`src/rtl/dircc_types_pkg.sv`:
```
// Shared types and defaults for the DiRCC multicast send scheduler.
//   - DEF_* constants: default parameter values for the scheduler
//   - target_addr_t : multicast target address (thread hw address + device sw address)
//   - sched_state_e : scheduler FSM states
//   - idx_width()   : index width for n items, never less than one bit
package dircc_types_pkg;

  localparam int DEF_NUM_DEVICES   = 4;
  localparam int DEF_NUM_PORTS     = 8;
  localparam int DEF_MAX_TARGETS   = 16;
  localparam int DEF_HW_ADDR_WIDTH = 16;
  localparam int DEF_SW_ADDR_WIDTH = 8;
  localparam int DEF_LAMPORT_WIDTH = 32;

  typedef struct packed {
    logic [DEF_HW_ADDR_WIDTH-1:0] hw_addr;
    logic [DEF_SW_ADDR_WIDTH-1:0] sw_addr;
  } target_addr_t;

  typedef enum logic [1:0] {
    ST_IDLE,
    ST_LOOKUP,
    ST_EMIT,
    ST_COMMIT
  } sched_state_e;

  // A single device/port/target still needs a one-bit index signal.
  function automatic int idx_width(input int n);
    return (n > 1) ? $clog2(n) : 1;
  endfunction

endpackage

```
`src/rtl/dircc_rr_arbiter.sv`:
```
// Round-robin arbiter over a flat request vector.
//   req   : request flags, one per requester
//   ptr   : highest-priority index this cycle
//   grant : first set request at or above ptr, scanning circularly
//   any   : at least one request is set
module dircc_rr_arbiter
  import dircc_types_pkg::*;
#(
  parameter  int N = 8,
  localparam int W = idx_width(N)
) (
  input  logic [N-1:0] req,
  input  logic [W-1:0] ptr,
  output logic [W-1:0] grant,
  output logic         any
);

  logic [W:0]   sum;
  logic [W-1:0] cand;

  always_comb begin
    // NOTE: every signal written here gets a default first, so no path can infer a latch.
    grant = '0;
    sum   = '0;
    cand  = '0;
    any   = |req;
    // Scan from the farthest offset down so the nearest request at or after ptr wins last.
    for (int i = N - 1; i >= 0; i--) begin
      sum = {1'b0, ptr} + (W + 1)'(i);
      if (sum >= (W + 1)'(N)) sum = sum - (W + 1)'(N);
      cand = sum[W-1:0];
      if (req[cand]) grant = cand;
    end
  end

endmodule

```
`src/rtl/dircc_multicast_send_scheduler.sv`:
```
// Send / Lamport scheduler for a DiRCC processing element.
// Picks a ready-to-send (device, port) round-robin, reads its multicast target
// list from a synchronous table, emits one header per target over valid/ready,
// then pulses send_grant so the send handler can commit its state.
// Ports:
//   clk, reset               : clock, asynchronous active-high reset
//   hw_address               : this thread's hardware address
//   rts_ready                : request flags, bit d*NUM_PORTS+p
//   rx_done / rx_lamport     : received-packet pulse and its Lamport value
//   rx_busy                  : receive handler owns state, blocks new grants
//   tbl_dev/port/idx         : table lookup address
//   tbl_count / tbl_dest     : table read data, one cycle after the address
//   hdr_*                    : packet header stream to the sender
//   send_grant, grant_dev/port : commit pulse for the finished multicast
//   lamport                  : current Lamport clock
module dircc_multicast_send_scheduler
  import dircc_types_pkg::*;
#(
  parameter  int NUM_DEVICES   = DEF_NUM_DEVICES,
  parameter  int NUM_PORTS     = DEF_NUM_PORTS,
  parameter  int MAX_TARGETS   = DEF_MAX_TARGETS,
  parameter  int HW_ADDR_WIDTH = DEF_HW_ADDR_WIDTH,
  parameter  int SW_ADDR_WIDTH = DEF_SW_ADDR_WIDTH,
  parameter  int LAMPORT_WIDTH = DEF_LAMPORT_WIDTH,
  localparam int DEV_W  = idx_width(NUM_DEVICES),
  localparam int PORT_W = idx_width(NUM_PORTS),
  localparam int IDX_W  = idx_width(MAX_TARGETS),
  localparam int CNT_W  = $clog2(MAX_TARGETS + 1),
  localparam int DEST_W = HW_ADDR_WIDTH + SW_ADDR_WIDTH,
  localparam int NREQ   = NUM_DEVICES * NUM_PORTS,
  localparam int REQ_W  = idx_width(NREQ)
) (
  input  logic                     clk,
  input  logic                     reset,
  input  logic [HW_ADDR_WIDTH-1:0] hw_address,
  input  logic [NREQ-1:0]          rts_ready,
  input  logic                     rx_done,
  input  logic [LAMPORT_WIDTH-1:0] rx_lamport,
  input  logic                     rx_busy,
  output logic [DEV_W-1:0]         tbl_dev,
  output logic [PORT_W-1:0]        tbl_port,
  output logic [IDX_W-1:0]         tbl_idx,
  input  logic [CNT_W-1:0]         tbl_count,
  input  logic [DEST_W-1:0]        tbl_dest,
  output logic                     hdr_valid,
  input  logic                     hdr_ready,
  output logic [DEST_W-1:0]        hdr_dest,
  output logic [SW_ADDR_WIDTH-1:0] hdr_src_dev,
  output logic [PORT_W-1:0]        hdr_src_port,
  output logic [LAMPORT_WIDTH-1:0] hdr_lamport,
  output logic                     hdr_last,
  output logic                     send_grant,
  output logic [DEV_W-1:0]         grant_dev,
  output logic [PORT_W-1:0]        grant_port,
  output logic [LAMPORT_WIDTH-1:0] lamport
);

  sched_state_e             state, state_nxt;
  logic [REQ_W-1:0]         ptr, win, g_flat;
  logic                     any_req, do_grant, gap, is_last, xfer;
  logic [DEV_W-1:0]         g_dev, win_dev;
  logic [PORT_W-1:0]        g_port, win_port;
  logic [IDX_W-1:0]         idx;
  logic [CNT_W-1:0]         count_q, count_clamped;
  logic [LAMPORT_WIDTH-1:0] lamport_q, stamp;

  // The thread address is not carried in the header today; kept for source addressing.
  logic unused_hw_address;
  assign unused_hw_address = ^hw_address;

  dircc_rr_arbiter #(.N(NREQ)) u_arb (
    .req   (rts_ready),
    .ptr   (ptr),
    .grant (win),
    .any   (any_req)
  );

  assign win_dev  = DEV_W'(int'(win) / NUM_PORTS);
  assign win_port = PORT_W'(int'(win) % NUM_PORTS);

  // A receive in the same cycle owns the Lamport clock, so the grant retries next cycle.
  assign do_grant = (state == ST_IDLE) && any_req && !rx_busy && !rx_done;

  assign count_clamped = (tbl_count > CNT_W'(MAX_TARGETS)) ? CNT_W'(MAX_TARGETS) : tbl_count;
  assign is_last       = (CNT_W'(idx) == count_q - CNT_W'(1));
  assign xfer          = hdr_valid && hdr_ready;

  // The table address is presented combinationally on the grant cycle so tbl_count
  // is already valid during LOOKUP.
  assign tbl_dev  = do_grant ? win_dev  : g_dev;
  assign tbl_port = do_grant ? win_port : g_port;
  assign tbl_idx  = do_grant ? '0       : idx;

  always_comb begin
    state_nxt  = state;
    hdr_valid  = 1'b0;
    send_grant = 1'b0;
    case (state)
      ST_IDLE:   if (do_grant) state_nxt = ST_LOOKUP;
      ST_LOOKUP: state_nxt = (count_clamped == '0) ? ST_COMMIT : ST_EMIT;
      ST_EMIT: begin
        // tbl_dest lags tbl_idx by a cycle, so valid is withheld right after idx advances.
        hdr_valid = !gap;
        if (hdr_valid && hdr_ready && is_last) state_nxt = ST_COMMIT;
      end
      ST_COMMIT: begin
        send_grant = 1'b1;
        state_nxt  = ST_IDLE;
      end
      default:   state_nxt = ST_IDLE;
    endcase
  end

  assign hdr_dest     = hdr_valid ? tbl_dest : '0;
  assign hdr_src_dev  = hdr_valid ? SW_ADDR_WIDTH'(g_dev) : '0;
  assign hdr_src_port = hdr_valid ? g_port : '0;
  assign hdr_lamport  = hdr_valid ? stamp : '0;
  assign hdr_last     = hdr_valid && is_last;
  assign grant_dev    = g_dev;
  assign grant_port   = g_port;
  assign lamport      = lamport_q;

  always_ff @(posedge clk or posedge reset) begin
    if (reset) begin
      state     <= ST_IDLE;
      ptr       <= '0;
      g_flat    <= '0;
      g_dev     <= '0;
      g_port    <= '0;
      idx       <= '0;
      count_q   <= '0;
      gap       <= 1'b0;
      lamport_q <= '0;
      stamp     <= '0;
    end else begin
      // NOTE: non-blocking assignments here so every register samples pre-edge values.
      state <= state_nxt;
      gap   <= 1'b0;

      if (rx_done)
        lamport_q <= ((rx_lamport > lamport_q) ? rx_lamport : lamport_q) + LAMPORT_WIDTH'(1);
      else if (do_grant)
        lamport_q <= lamport_q + LAMPORT_WIDTH'(1);

      if (do_grant) begin
        g_flat <= win;
        g_dev  <= win_dev;
        g_port <= win_port;
        idx    <= '0;
        stamp  <= lamport_q + LAMPORT_WIDTH'(1);
      end

      if (state == ST_LOOKUP) count_q <= count_clamped;

      if (state == ST_EMIT && xfer && !is_last) begin
        idx <= idx + IDX_W'(1);
        gap <= 1'b1;
      end

      if (state == ST_COMMIT)
        ptr <= (g_flat == REQ_W'(NREQ - 1)) ? '0 : g_flat + REQ_W'(1);
    end
  end

endmodule

```
`config.mk`:
```
export PLATFORM = sky130hd
export DESIGN_NAME = dircc_multicast_send_scheduler
export DESIGN_NICKNAME = d
export VERILOG_FILES = /design/src/rtl/dircc_types_pkg.sv /design/src/rtl/dircc_rr_arbiter.sv /design/src/rtl/dircc_multicast_send_scheduler.sv
export SDC_FILE = /design/constraint.sdc
export NUM_CORES = 1
export LEC_CHECK = 0
export BUFFER_PORTS_ARGS = -buffer_cell sky130_fd_sc_hd__buf_4
export CORE_MARGIN = 10
export CORE_UTILIZATION = 35
export DETAILED_ROUTE_END_ITERATION = 8
export HOLD_SLACK_MARGIN = 0.02
export PLACE_DENSITY_LB_ADDON = 0.08
export SLEW_MARGIN = 15
export SYNTH_ARGS = -nofsm -noshare
export SYNTH_HDL_FRONTEND = slang
export SYNTH_SLANG_ARGS = --single-unit
```
`constraint.sdc`:
```
create_clock -name clk -period 11.55 [get_ports clk]
set_clock_uncertainty 0.2 [all_clocks]
set_input_delay 1.155 -clock clk [delete_from_list [all_inputs] [get_ports clk]]
set_output_delay 1.155 -clock clk [all_outputs]
set_load 0.01 [all_outputs]
```
== Yosys cells after proc, flatten, opt, wreduce, memory -nomap -nowiden ==
Index checks and enable logic that the tools add are counted.

* Word-level logic and storage cells: 317
* Register bits: 91
* Output and inout bits: 116

* $add $sub $neg: 68
* Reductions and logical operators: 18
* Equal/unequal tests: 7
* Magnitude comparators: 66
* Multiplexer cells: 148

{| class="wikitable"
|+ Operators by type and width
! kind !! count
|-
| $mux W5 || 66
|-
| $lt A5 B6 Y1 const B || 32
|-
| $ge A6 B6 Y1 const B || 31
|-
| $sub A5 B1 Y5 const B || 33
|-
| $bmux W1 S5 || 32
|-
| $mux W32 || 4
|-
| $add A5 B5 Y6 const B || 16
|-
| $add A32 B1 Y32 const B || 2
|-
| $add A5 B4 Y6 const B || 8
|-
| $mux W1 || 36
|-
| $gt A32 B32 Y1 || 1
|-
| $reduce_or A32 Y1 || 1
|-
| $add A5 B3 Y6 const B || 4
|-
| $mux W24 || 1
|-
| $add A5 B2 Y6 const B || 2
|-
| $logic_and A1 B1 Y1 || 9
|-
| $mux W2 || 4
|-
| $mux W4 || 2
|-
| $pmux W2 S4 || 1
|-
| $add A5 B1 Y6 const B || 1
|-
| $ge A5 B6 Y1 const B || 1
|-
| $mux W3 || 2
|-
| $add A5 B1 Y5 const B || 1
|-
| $eq A4 B5 Y1 || 1
|-
| 11 further kinds || 16
|}

== Logic depth before layout (Yosys ltp) ==
Gate-level depths: netlist of the first run.

* Depth after elaboration: 38
* Mapped depth: 25
* Gate-level depth less buffers: 21

== Cells and area by module ==
A second synthesis of the first run with hierarchy kept.

* Cell total of the unflattened synthesis: 1495
* Area, all modules: 12130.4 µm²

{| class="wikitable"
|+ Modules (own cells, without submodules)
! module !! instances !! area each (µm²) !! cells an instance !! sequential area each (µm²)
|-
| dircc_multicast_send_scheduler || 1 || 6895.4 || 838 || 2277.2
|-
| dircc_rr_arbiter || 1 || 5235.0 || 657 || 0.0
|}

== Least setup slack after synthesis of the first run ==
No wires, ideal clock.

* Path type: reg2out
* From: reg ptr[1]
* To: out tbl_port[0]
* Arrival: 4874 ps
* Path slack: 5321 ps
* Stages on the path, launching flop included: 19
* Required time: 10195 ps
* Path through: dfrtp_1 > buf_6 > buf_8 > buf_2 > buf_2 > inv_1 > clkbuf_1 > ha_1 > buf_2 > buf_2 > mux4_2 > clkbuf_1 > mux4_2 > mux2i_1 > a21bo_1 > a211oi_1 > nor4bb_1 > o32a_1 > nor3_1

* Longest elaborated chain between the ends: 38
* Elaborated cells on any way between the ends: 224

{| class="wikitable"
|+ Ends and longest elaborated chain
! element !! RTL line !! RTL
|-
| from (decl) || dircc_multicast_send_scheduler.sv:59 || <nowiki>logic [REQ_W-1:0] ptr, win, g_flat;</nowiki>
|-
| from (signal assigned) || dircc_multicast_send_scheduler.sv:161 || <nowiki>ptr <= (g_flat == REQ_W'(NREQ - 1)) ? '0 : g_flat + REQ_W'(1);</nowiki>
|-
| $add A5 B5 Y6 || dircc_rr_arbiter.sv:29 || <nowiki>sum = {1'b0, ptr} + (W + 1)'(i);</nowiki>
|-
| $sub A5 B1 Y5 or $ge A6 B6 Y1 (tied branches) || dircc_rr_arbiter.sv:30 || <nowiki>if (sum >= (W + 1)'(N)) sum = sum - (W + 1)'(N);</nowiki>
|-
| $mux W5 || dircc_rr_arbiter.sv:30 ||
|-
| $bmux W1 S5 || dircc_rr_arbiter.sv:32 || <nowiki>if (req[cand]) grant = cand;</nowiki>
|-
| $mux W1 (implied by the code) || dircc_rr_arbiter.sv:32 ||
|-
| $mux W5 (31 in series) || dircc_rr_arbiter.sv:32 ||
|-
| $mux W5 (*) || dircc_rr_arbiter.sv:32 ||
|-
| $mux W3 (*) || n/a ||
|-
| to (decl) || dircc_multicast_send_scheduler.sv:41 || <nowiki>output logic [PORT_W-1:0] tbl_port,</nowiki>
|}

Mark *: on every way between the ends. The rest lies on a longest branch, timed or not. The select of a mux whose other input is x is not followed.

== Worst setup path after layout of the first run ==
* From: reg ptr[1]
* To: out tbl_dev[0]

* Longest elaborated chain between the ends: 38
* Elaborated cells on any way between the ends: 224

{| class="wikitable"
|+ Ends and longest elaborated chain
! element !! RTL line !! RTL
|-
| $add A5 B5 Y6 || dircc_rr_arbiter.sv:29 ||
|-
| $sub A5 B1 Y5 or $ge A6 B6 Y1 (tied branches) || dircc_rr_arbiter.sv:30 ||
|-
| $mux W5 || dircc_rr_arbiter.sv:30 ||
|-
| $bmux W1 S5 || dircc_rr_arbiter.sv:32 ||
|-
| $mux W1 (implied by the code) || dircc_rr_arbiter.sv:32 ||
|-
| $mux W5 (31 in series) || dircc_rr_arbiter.sv:32 ||
|-
| $mux W5 (*) || dircc_rr_arbiter.sv:32 ||
|-
| $mux W2 (*) || n/a ||
|-
| to (decl) || dircc_multicast_send_scheduler.sv:40 || <nowiki>output logic [DEV_W-1:0] tbl_dev,</nowiki>
|}

Marks and branches as above.

==> out/metrics.cfg, run 1 <==
[worst_setup_path]
crit_path_start_kind = flop
critPathBufInv = 2
worst-path-max-fanout = 18
crit_type = flop to output pin
critPathTopFamily = compound AO/OA/AOI/OAI gates
cpMostUsedCell = mux4_2
cp_slowest_cell = ha_1
worstPathRequired_ps = 10200
cp_data_arrival_time_ps = 6190
critPathCaptureType = output pin
slowest_delay_ps = 1100
r2r_cells = 10
cp.depth = 11
crit_chain = inv_1, ha_1, mux4_2, mux4_2, a211oi_1, nor3_1, a2111oi_0, o41ai_1, a31oi_1, nand2_1, buf_4

[clock_tree]
cts-resized-gates = 0
root_buffer = clkbuf_16
cts_buffer_depth = 2
postCtsSetupRepairBufs = 0
cts_tree = built
path_clk_slew_ps = 70
htree_levels = 3
insertion_delay_ps = 370
hold_buffers = 0
cts.sinks = 91
numCtsBuffers = 9

[status]
status = finished clean

[yosys]
ys_ff_latch = 91
ys.flop_type = dfrtp_1
syn_area_per_cell_um2 = 8.24
syn_area_um2 = 13900
netlist-cell-type-count = 89
synth_edf_count = 0
synthCells = 1683
ys_seq_area_share_pct = 16.4
yosysWarningCount = 0
async_reset_ff_share_pct = 100

[placed_design]
place_ws_ps = 4540
port_buffers = 207
gp_congestion = 0.977
place_hpwl_mm = 44.6

[global_routing]
grt_pass1_vias = 13776
grt_pass1_wl_mm = 87.9
overflow = 0
grt_max_degree = 65
antenna_found_initial = 0
grt_use_total_pct = 23.6

[timing]
setup_viol = 0
slew_violations = 0
period_share_pct = 65.3
tightest_slew_ps = 1200
max_clock_freq_ghz = 0.133
fin_crit_ps = 7540
fin_ws_ps = 4010
finalHoldViolCount = 0
max_slew_margin_pct = 19.5
grt_setup_unrepaired = no
setup_tns_ps = 0

[worst_hold_path]
hold_path_depth = 2
worst_hold_path_type = flop to flop

[drt]
antenna_left = 0
drt_iter0_markers = 1376
wl_per_cell_um = 25.0
postRouteWirelength_mm = 58.6
drc = 0
first_pass_iters = 5
vias_per_cell = 6.20
dr_total_vias = 14538

[flow_run]
drv_cap = 0

[cells_and_area]
drive_gt1_share_pct = 21.6
num_antenna_cells = 0
area_growth_pct = 16.5
fin_util_pct = 41.5
n_fill_cell = 3972
final_nets = 1992

[floorplan]
dieArea_um2 = 48000
core-area_um2 = 38900
die_h_um = 219
die_x_um = 219
io_pins = 230
start_util_pct = 35.6
rows = 72

==> final timing paths <==
path | startpoint | end | slack (ps)
max | ptr[1] | tbl_dev[0] | 4010
min | stamp[27] | stamp[27] | 270
max reg2reg | ptr[1] | grant_dev[0] | 5560
min reg2reg | stamp[27] | stamp[27] | 270
max in group asynchronous | reset | lamport[26] | 9350
min in group asynchronous | reset | idx[2] | 590
==> area by class of cell <==
| type | instances | area (um^2) | share of cell area [%] |
|---|---|---|---|
| clock buffer | 10 | 229 | 1.42 |
| clock inverter | 6 | 41.3 | 0.256 |
| inverter | 72 | 273 | 1.69 |
| multi-input combinational | 1408 | 10900 | 67.2 |
| sequential | 91 | 2280 | 14.1 |
| tap | 518 | 648 | 4.01 |
| timing repair buffer | 241 | 1830 | 11.3 |
==> layout by cell type, fill, tap and decap left out, types with 11 or more instances in the layout <==
cell type / n
dfrtp_1: 89
o31ai_1: 11
a21oi_1: 80
nand2_1: 201
a211o_1: 11
mux4_2: 90
a21o_1: 18
mux2i_1: 84
o21ai_0: 96
o22ai_1: 19
o211ai_1: 14
inv_1: 69
xnor2_1: 76
nand4_1: 31
and3_1: 15
a211oi_1: 34
ha_1: 55
a31oi_1: 24
nor2b_1: 12
mux2_2: 25
and2_1: 75
nor4_1: 19
nor2_1: 93
nor3_1: 55
xor2_1: 18
buf_4: 240
nand3_1: 69
nand2b_1: 11
==> per-layer routing <==
metal / vias up / track usage, % / wire (um)
met5: - / 0 / 0
met4: 0 / 4.60 / 976
met3: 55 / 5.21 / 5060
met2: 631 / 36.7 / 26500
met1: 7214 / 32.9 / 26100
li1: 6638 / - / -
==> worst register-to-register path, delay by kind of cell, from the launching register on <==
family          cells  cell delay (ps)
fa+ha+maj           1             1110
buf+inv             1              440
simple gates        2              260
mux                 2             1140
compound gates      4             2080
flops               1              610
==> stage by stage <==
stage | cell area, um^2 | hold slack (ps) | instances
3_5_place_dp | 15900 | 257 | 2329
6_report | 16200 | 271 | 2346
2_1_floorplan | 13900 | 230 | 1688
5_1_grt | 16200 | 294 | 2346
3_3_place_gp | 15900 | 250 | 2329
4_1_cts | 16100 | 273 | 2345
==> sequential cells by signal, summed over array words and instances (netlist names) <==
name,flops
state,2
idx,4
ptr,5
grant_port,3
g_flat,5
count_q,5
grant_dev,2
lamport,32
stamp,32
gap,1
==> cell usage after synthesis (all sizes together), types with 6 or more instances <==
cell type	n	share of area, %
a2111oi	6	0.38
a211o	11	0.69
a211oi	34	1.8
a21boi	6	0.32
a21o	18	0.97
a21oi	80	2.9
a221oi	10	0.63
a22oi	9	0.49
a31oi	24	1.1
and2	75	3.4
and3	15	0.68
and4	9	0.57
buf	38	1.6
clkbuf	79	2.1
dfrtp	91	16
ha	55	5.0
inv	71	1.9
mux2	25	2.0
mux2i	86	6.3
mux4	99	16
nand2	201	5.4
nand2b	12	0.54
nand3	69	2.5
nand4	31	1.4
nor2	95	2.6
nor2b	13	0.59
nor3	56	2.0
nor4	20	0.95
o211ai	14	0.76
o21a	8	0.43
o21ai	98	3.5
o22ai	19	0.86
o31ai	11	0.60
or2	6	0.27
or3	7	0.32
xnor2	77	4.9
xor2	19	1.2
==> logic make-up (layout without fill, tap and decap cells) <==
group	count (synthesis)	after routing	synth area share, %
xor gates and xnor gates	96	96	6.12
DFF	91	91	16.4
adders and majority gates	55	55	4.96
and+or+nand+nor	629	629	22.4
buffers and inverters	189	329	5.68
other	1	6	0.0270
AOI/OAI and AO/OA	412	412	19.8
muxes	210	210	24.6
Power of run 1 is not shown: default switching activity piles up to over one toggle a cycle in this logic, so the estimate is an artifact.
==> run 2, diff against run 1 <==
clock period = 7.9 ns   (was 11.55 ns; I/O delays follow)
==> run 2 against run 1 <==
Effect of this change:
- worst setup slack lost 2800 ps
- core utilization is essentially flat
- worst hold slack lost 74 ps
- first-iteration DRC count grew 1.3%
- wire length grew 1.3%
- flip-flop and latch count is the same
- non-clock buffer count grew 3
- highest routed layer unchanged
==> out/metrics.cfg, run 2 (synthesis gave the netlist of run 1 again) <==
[worst_hold_path]
worst_hold_path_type = input port to async pin  ; was flop to flop

[clock_tree]
cts-resized-gates = 0  ; unchanged
postCtsSetupRepairBufs = 0  ; unchanged
numCtsBuffers = 9  ; unchanged
cts_tree = built  ; unchanged
htree_levels = 3  ; unchanged
root_buffer = clkbuf_16  ; unchanged
cts_buffer_depth = 2  ; unchanged
path_clk_slew_ps = 70  ; about the same
cts.sinks = 91  ; unchanged
insertion_delay_ps = 370  ; about the same
hold_buffers = 0  ; unchanged

[timing]
fin_crit_ps = 6660
max_slew_margin_pct = 14.0  ; was 19.5%
grt_setup_unrepaired = no  ; unchanged
tightest_slew_ps = 1280  ; was 1200 ps
max_clock_freq_ghz = 0.150
setup_tns_ps = 0  ; unchanged
setup_viol = 0  ; unchanged
slew_violations = 0  ; unchanged
finalHoldViolCount = 0  ; unchanged
period_share_pct = 84.3

[worst_setup_path]
r2r_end = lamport[16]  ; was grant_dev[0]
worst-path-max-fanout = 21  ; was 18
crit_path_start_kind = flop  ; unchanged
r2r_cells = 17  ; was 10
cp_data_arrival_time_ps = 5670  ; was 6190 ps
worstPathRequired_ps = 6910  ; was 10200 ps
critPathCaptureType = output pin  ; unchanged
crit_type = flop to output pin  ; unchanged
critical_path.startpoint = ptr[2]  ; was ptr[1]
regToRegStartpoint = lamport[21]  ; was ptr[1]
reg2reg_slack_ps = 2170  ; was 5560 ps

[global_routing]
grt_pass1_wl_mm = 88.6  ; was 87.9 mm
overflow = 0  ; unchanged
grt_max_degree = 83  ; was 65
antenna_found_initial = 1  ; was 0
grt_pass1_vias = 13872  ; was 13776
grt_use_total_pct = 23.8  ; was 23.6%

[drt]
first_pass_iters = 5  ; unchanged
vias_per_cell = 6.20  ; about the same
wl_per_cell_um = 25.3  ; was 25.0 um
antenna_left = 0  ; unchanged
drt_iter0_markers = 1394  ; was 1376
drc = 0  ; unchanged
dr_total_vias = 14562  ; was 14538
postRouteWirelength_mm = 59.4  ; was 58.6 mm

[cells_and_area]
layout_common_cells = 243 x buf_4, 201 x nand2_1, 96 x o21ai_0  ; was 240 x buf_4, 201 x nand2_1, 96 x o21ai_0
n_fill_cell = 3958  ; was 3972
register_area_um2 = 2280  ; unchanged
drive_gt1_share_pct = 21.5  ; was 21.6%
final_nets = 1995  ; was 1992
layout.cells.most_common = buf_4  ; unchanged
num_antenna_cells = 0  ; unchanged
multi_input_area_um2 = 10800  ; was 10900 um^2
area_growth_pct = 16.6  ; was 16.5%

[floorplan]
die_x_um = 219  ; unchanged
io_pins = 230  ; unchanged
dieArea_um2 = 48000  ; unchanged
start_util_pct = 35.6  ; unchanged
core-area_um2 = 38900  ; unchanged
rows = 72  ; unchanged
die_h_um = 219  ; unchanged

[placed_design]
gp_congestion = 0.952  ; was 0.977
place_hpwl_mm = 45.2  ; was 44.6 mm
port_buffers = 207  ; unchanged

[flow_run]
drv_cap = 0  ; unchanged

[status]
status = finished clean  ; unchanged

[run 2: metrics by stage]
step / util [%] / area, um^2 / hold slack [ps] / std cells / worst slack [ps]
detailed placement: 40.8 / 15900 / 259 / 2332 / 1740
global route: 41.6 / 16200 / 216 / 2349 / 947
floorplan: - / 13900 / 230 / 1688 / 2040
finish: 41.6 / 16200 / 198 / 2349 / 1240
global placement: 40.8 / 15900 / 249 / 2332 / 1760
CTS: 41.5 / 16200 / 208 / 2348 / 1280
[run 2: worst max-delay path by stage]
stage,end,slack (ps),cells after the start
after floorplan,tbl_port[0],2040,18
after global placement,tbl_port[1],1760,12
after detailed placement,tbl_port[1],1740,12
after CTS,tbl_port[1],1280,12
after global routing,tbl_port[1],950,12
final,tbl_port[1],1240,12
[run 2: worst max-delay path, cell delays in order, from the launching register on]
cell and delay, ps:
dfrtp_1 820, inv_1 140, ha_1 1000, mux4_1 430, mux2i_1 350, mux2i_1 280, mux2i_1 610, nand2_1 100
o311a_1 310, a2111oi_0 640, o2111ai_1 290, nand3_1 150, buf_4 130
[run 2: cell type report]
type | instances | area share [%]
multi-input cells | 1408 | 67.1
flip-flops and latches | 91 | 14.1
repair buffers | 244 | 11.4
well taps | 518 | 4.01
inverters | 72 | 1.69
clock buffers | 13 | 1.55
clock inverters | 3 | 0.147
[run 2: metal layers]
metal | vias to the layer above | global-route usage (%) | share of wire (%)
li1 | 6623 | - | -
met1 | 7148 | 33.5 | 44
met2 | 711 | 35.4 | 44
met3 | 80 | 5.64 | 9.2
met4 | 0 | 6.76 | 2.5
met5 | - | 0 | 0
Power of run 2 is left out for the same reason.
==> run 3, diff against run 2 <==
ABC_AREA = 1   (was default)
clock period = 5.9 ns   (was 7.9 ns; I/O delays follow)
==> run 3 against run 2 <==
Effect of this change:
- wire length is 30% lower
- non-clock buffer count is 6 higher
- via count fell by 16%
- critical path depth is 30 higher
- worst hold slack lost 170 ps
- register-to-register slack worse by 1200 ps
- count of clock-buffer cells in the layout down 1
==> out/metrics.cfg, run 3 <==
[yosys]
synth_area_leaders = dfrtp_1 22%, nand2_1 17%, nand3_1 10%, inv_1 8.3%, a21oi_1 6.6%  ; was dfrtp_1 16%, mux4_2 15%, mux2i_1 6.1%, nand2_1 5.4%, ha_1 5.0%
ys_top_cells_by_count = 474 x nand2_1, 233 x inv_1, 216 x nand3_1  ; was 201 x nand2_1, 96 x o21ai_0, 95 x nor2_1
synth_edf_count = 0  ; unchanged
yosysWarningCount = 0  ; unchanged
async_reset_ff_share_pct = 100  ; unchanged
ys.flop_type = dfrtp_1  ; unchanged
synthCells = 1766  ; was 1683
synth.top_cell.area_share_pct = 21.6  ; was 16.4%
yosysTopAreaCell = dfrtp_1  ; unchanged
netlist-cell-type-count = 49  ; was 89
synth.most_common_cell = nand2_1  ; unchanged
syn_area_per_cell_um2 = 5.96  ; was 8.24 um^2
ys_ff_latch = 91  ; unchanged
ys_seq_area_share_pct = 21.6  ; was 16.4%
syn_area_um2 = 10500  ; was 13900 um^2

[timing]
fin_ws_ps = 392  ; was 1240 ps
fin_crit_ps = 5510
tightest_slew_ps = 921  ; was 1280 ps
finalHoldViolCount = 0  ; unchanged
max_clock_freq_ghz = 0.182
slew_violations = 0  ; unchanged
setup_viol = 0  ; unchanged
setup_tns_ps = 0  ; unchanged
period_share_pct = 93.4
max_slew_margin_pct = 38.0  ; was 14.0%

[floorplan]
rows = 63  ; was 72
core-area_um2 = 29600  ; was 38900 um^2
start_util_pct = 35.5  ; was 35.6%
die_h_um = 193  ; was 219 um
dieArea_um2 = 37400  ; was 48000 um^2
die_x_um = 193  ; was 219 um
io_pins = 230  ; unchanged

[clock_tree]
path_clk_slew_ps = 70  ; about the same
cts.sinks = 91  ; unchanged
cts_buffer_depth = 2  ; unchanged
insertion_delay_ps = 360  ; was 370 ps
numCtsBuffers = 9  ; unchanged
htree_levels = 3  ; unchanged
root_buffer = clkbuf_16  ; unchanged
cts_tree = built  ; unchanged

[drt]
drc = 0  ; unchanged
dr_total_vias = 12187  ; was 14562
postRouteWirelength_mm = 41.5  ; was 59.4 mm
vias_per_cell = 5.16  ; was 6.20
wl_per_cell_um = 17.6  ; was 25.3 um
drt_iter0_markers = 938  ; was 1394
first_pass_iters = 7  ; was 5
antenna_left = 0  ; unchanged

[cells_and_area]
layout.cells.most_common = nand2_1  ; was buf_4
final_nets = 2134  ; was 1995
area_growth_pct = 25.0  ; was 16.6%
n_fill_cell = 3247  ; was 3958
num_antenna_cells = 0  ; unchanged
drive_gt1_share_pct = 18.4  ; was 21.5%
layout_common_cells = 466 x nand2_1, 240 x buf_4, 223 x inv_1  ; was 243 x buf_4, 201 x nand2_1, 96 x o21ai_0

[worst_setup_path]
critical_path.startpoint = ptr[1]  ; was ptr[2]
crit_path_start_kind = flop  ; unchanged
slowest_delay_ps = 440  ; was 1000 ps
cpMostUsedCell = nand2_1  ; was mux2i_1
worst-path-max-fanout = 13  ; was 21
critPathCaptureType = output pin  ; unchanged
reg2reg_slack_ps = 940  ; was 2170 ps
crit_type = flop to output pin  ; unchanged
regToRegStartpoint = lamport[19]  ; was lamport[21]
cp_data_arrival_time_ps = 4720  ; was 5670 ps
cp_slowest_cell = dfrtp_2  ; was ha_1
worstPathRequired_ps = 5110  ; was 6910 ps

[placed_design]
place_hpwl_mm = 32.2  ; was 45.2 mm
gp_congestion = 0.992  ; was 0.952
place_ws_ps = 356  ; was 1740 ps
port_buffers = 207  ; unchanged

[flow_run]
drv_cap = 0  ; unchanged

[global_routing]
overflow = 0  ; unchanged
grt_use_total_pct = 21.0  ; was 23.8%
grt_pass1_wl_mm = 64.5  ; was 88.6 mm
grt_pass1_vias = 11781  ; was 13872
antenna_found_initial = 1  ; unchanged
grt_max_degree = 64  ; was 83

[status]
status = finished clean  ; unchanged

[worst_hold_path]
worst_hold_path_type = input port to async pin  ; unchanged

[run 3: path summary, 6_finish.rpt]
check,cells after the start,end
setup / recovery,42,tbl_dev[0]
hold / removal,2,stamp[2]
setup reg to reg,25,lamport[31]
hold reg to reg,2,g_flat[3]
max in group asynchronous,3,grant_port[2]
min in group clk,3,count_q[3]
[run 3: cell type report]
class	count	area [um^2]	area share (%)
Multi-Input combinational cell	1363	7160	54.4
Sequential cell	91	2280	17.3
Timing Repair Buffer	250	1930	14.6
Inverter	248	963	7.32
Tap cell	390	488	3.71
Clock buffer	12	256	1.95
Clock inverter	4	72.6	0.552
Timing Repair inverter	2	12.5	0.0951
[run 3: kinds of logic (layout without fill, tap and decap cells)]
family / count (synthesis) / after routing / synth area share [%]
AND/OR/NAND/NOR: 910 / 910 / 37.7
AO/OA/AOI/OAI: 360 / 360 / 18.9
buffers and inverters: 317 / 516 / 12.2
flip-flops: 91 / 91 / 21.6
adder cells (fa/ha/maj): 55 / 55 / 6.54
XOR/XNOR: 32 / 32 / 2.95
other: 1 / 6 / 0.0356
[run 3: what timing repair did]
item | in CTS | in global routing
setup buffers | 0 | 14
pin swaps | 0 | 5
gates cloned | 0 | 2
resized for setup | 1 | 70
hold buffers | 0 | 0
endpoints found under the setup margin | 2 | 5
[run 3: worst max-delay path, delay by kind of cell (launching register included)]
family / cells / cell delay [ps]
simple gates: 33 / 2130
xor+xnor: 1 / 240
buf+inv: 4 / 640
flops: 1 / 440
compound gates: 3 / 680
fa+ha+maj: 1 / 190
[run 3: routing by layer]
metal	vias to the layer above	GRT usage (%)	routed length (um)
met2	317	36.5	20100
met1	5591	25.5	17900
li1	6218	-	-
met3	61	3.98	2310
met4	0	6.78	1170
met5	-	0	0
[run 3: metrics by stage]
step	util (%)	instance area (um^2)	cells	hold WS (ps)
floorplan	-	10500	1771	249
global placement	42.1	12500	2328	271
detailed placement	42.1	12500	2328	274
CTS	43.2	12800	2344	33.3
global route	44.4	13200	2360	49.4
finish	44.4	13200	2360	27.1
Power of run 3 is left out for the same reason.
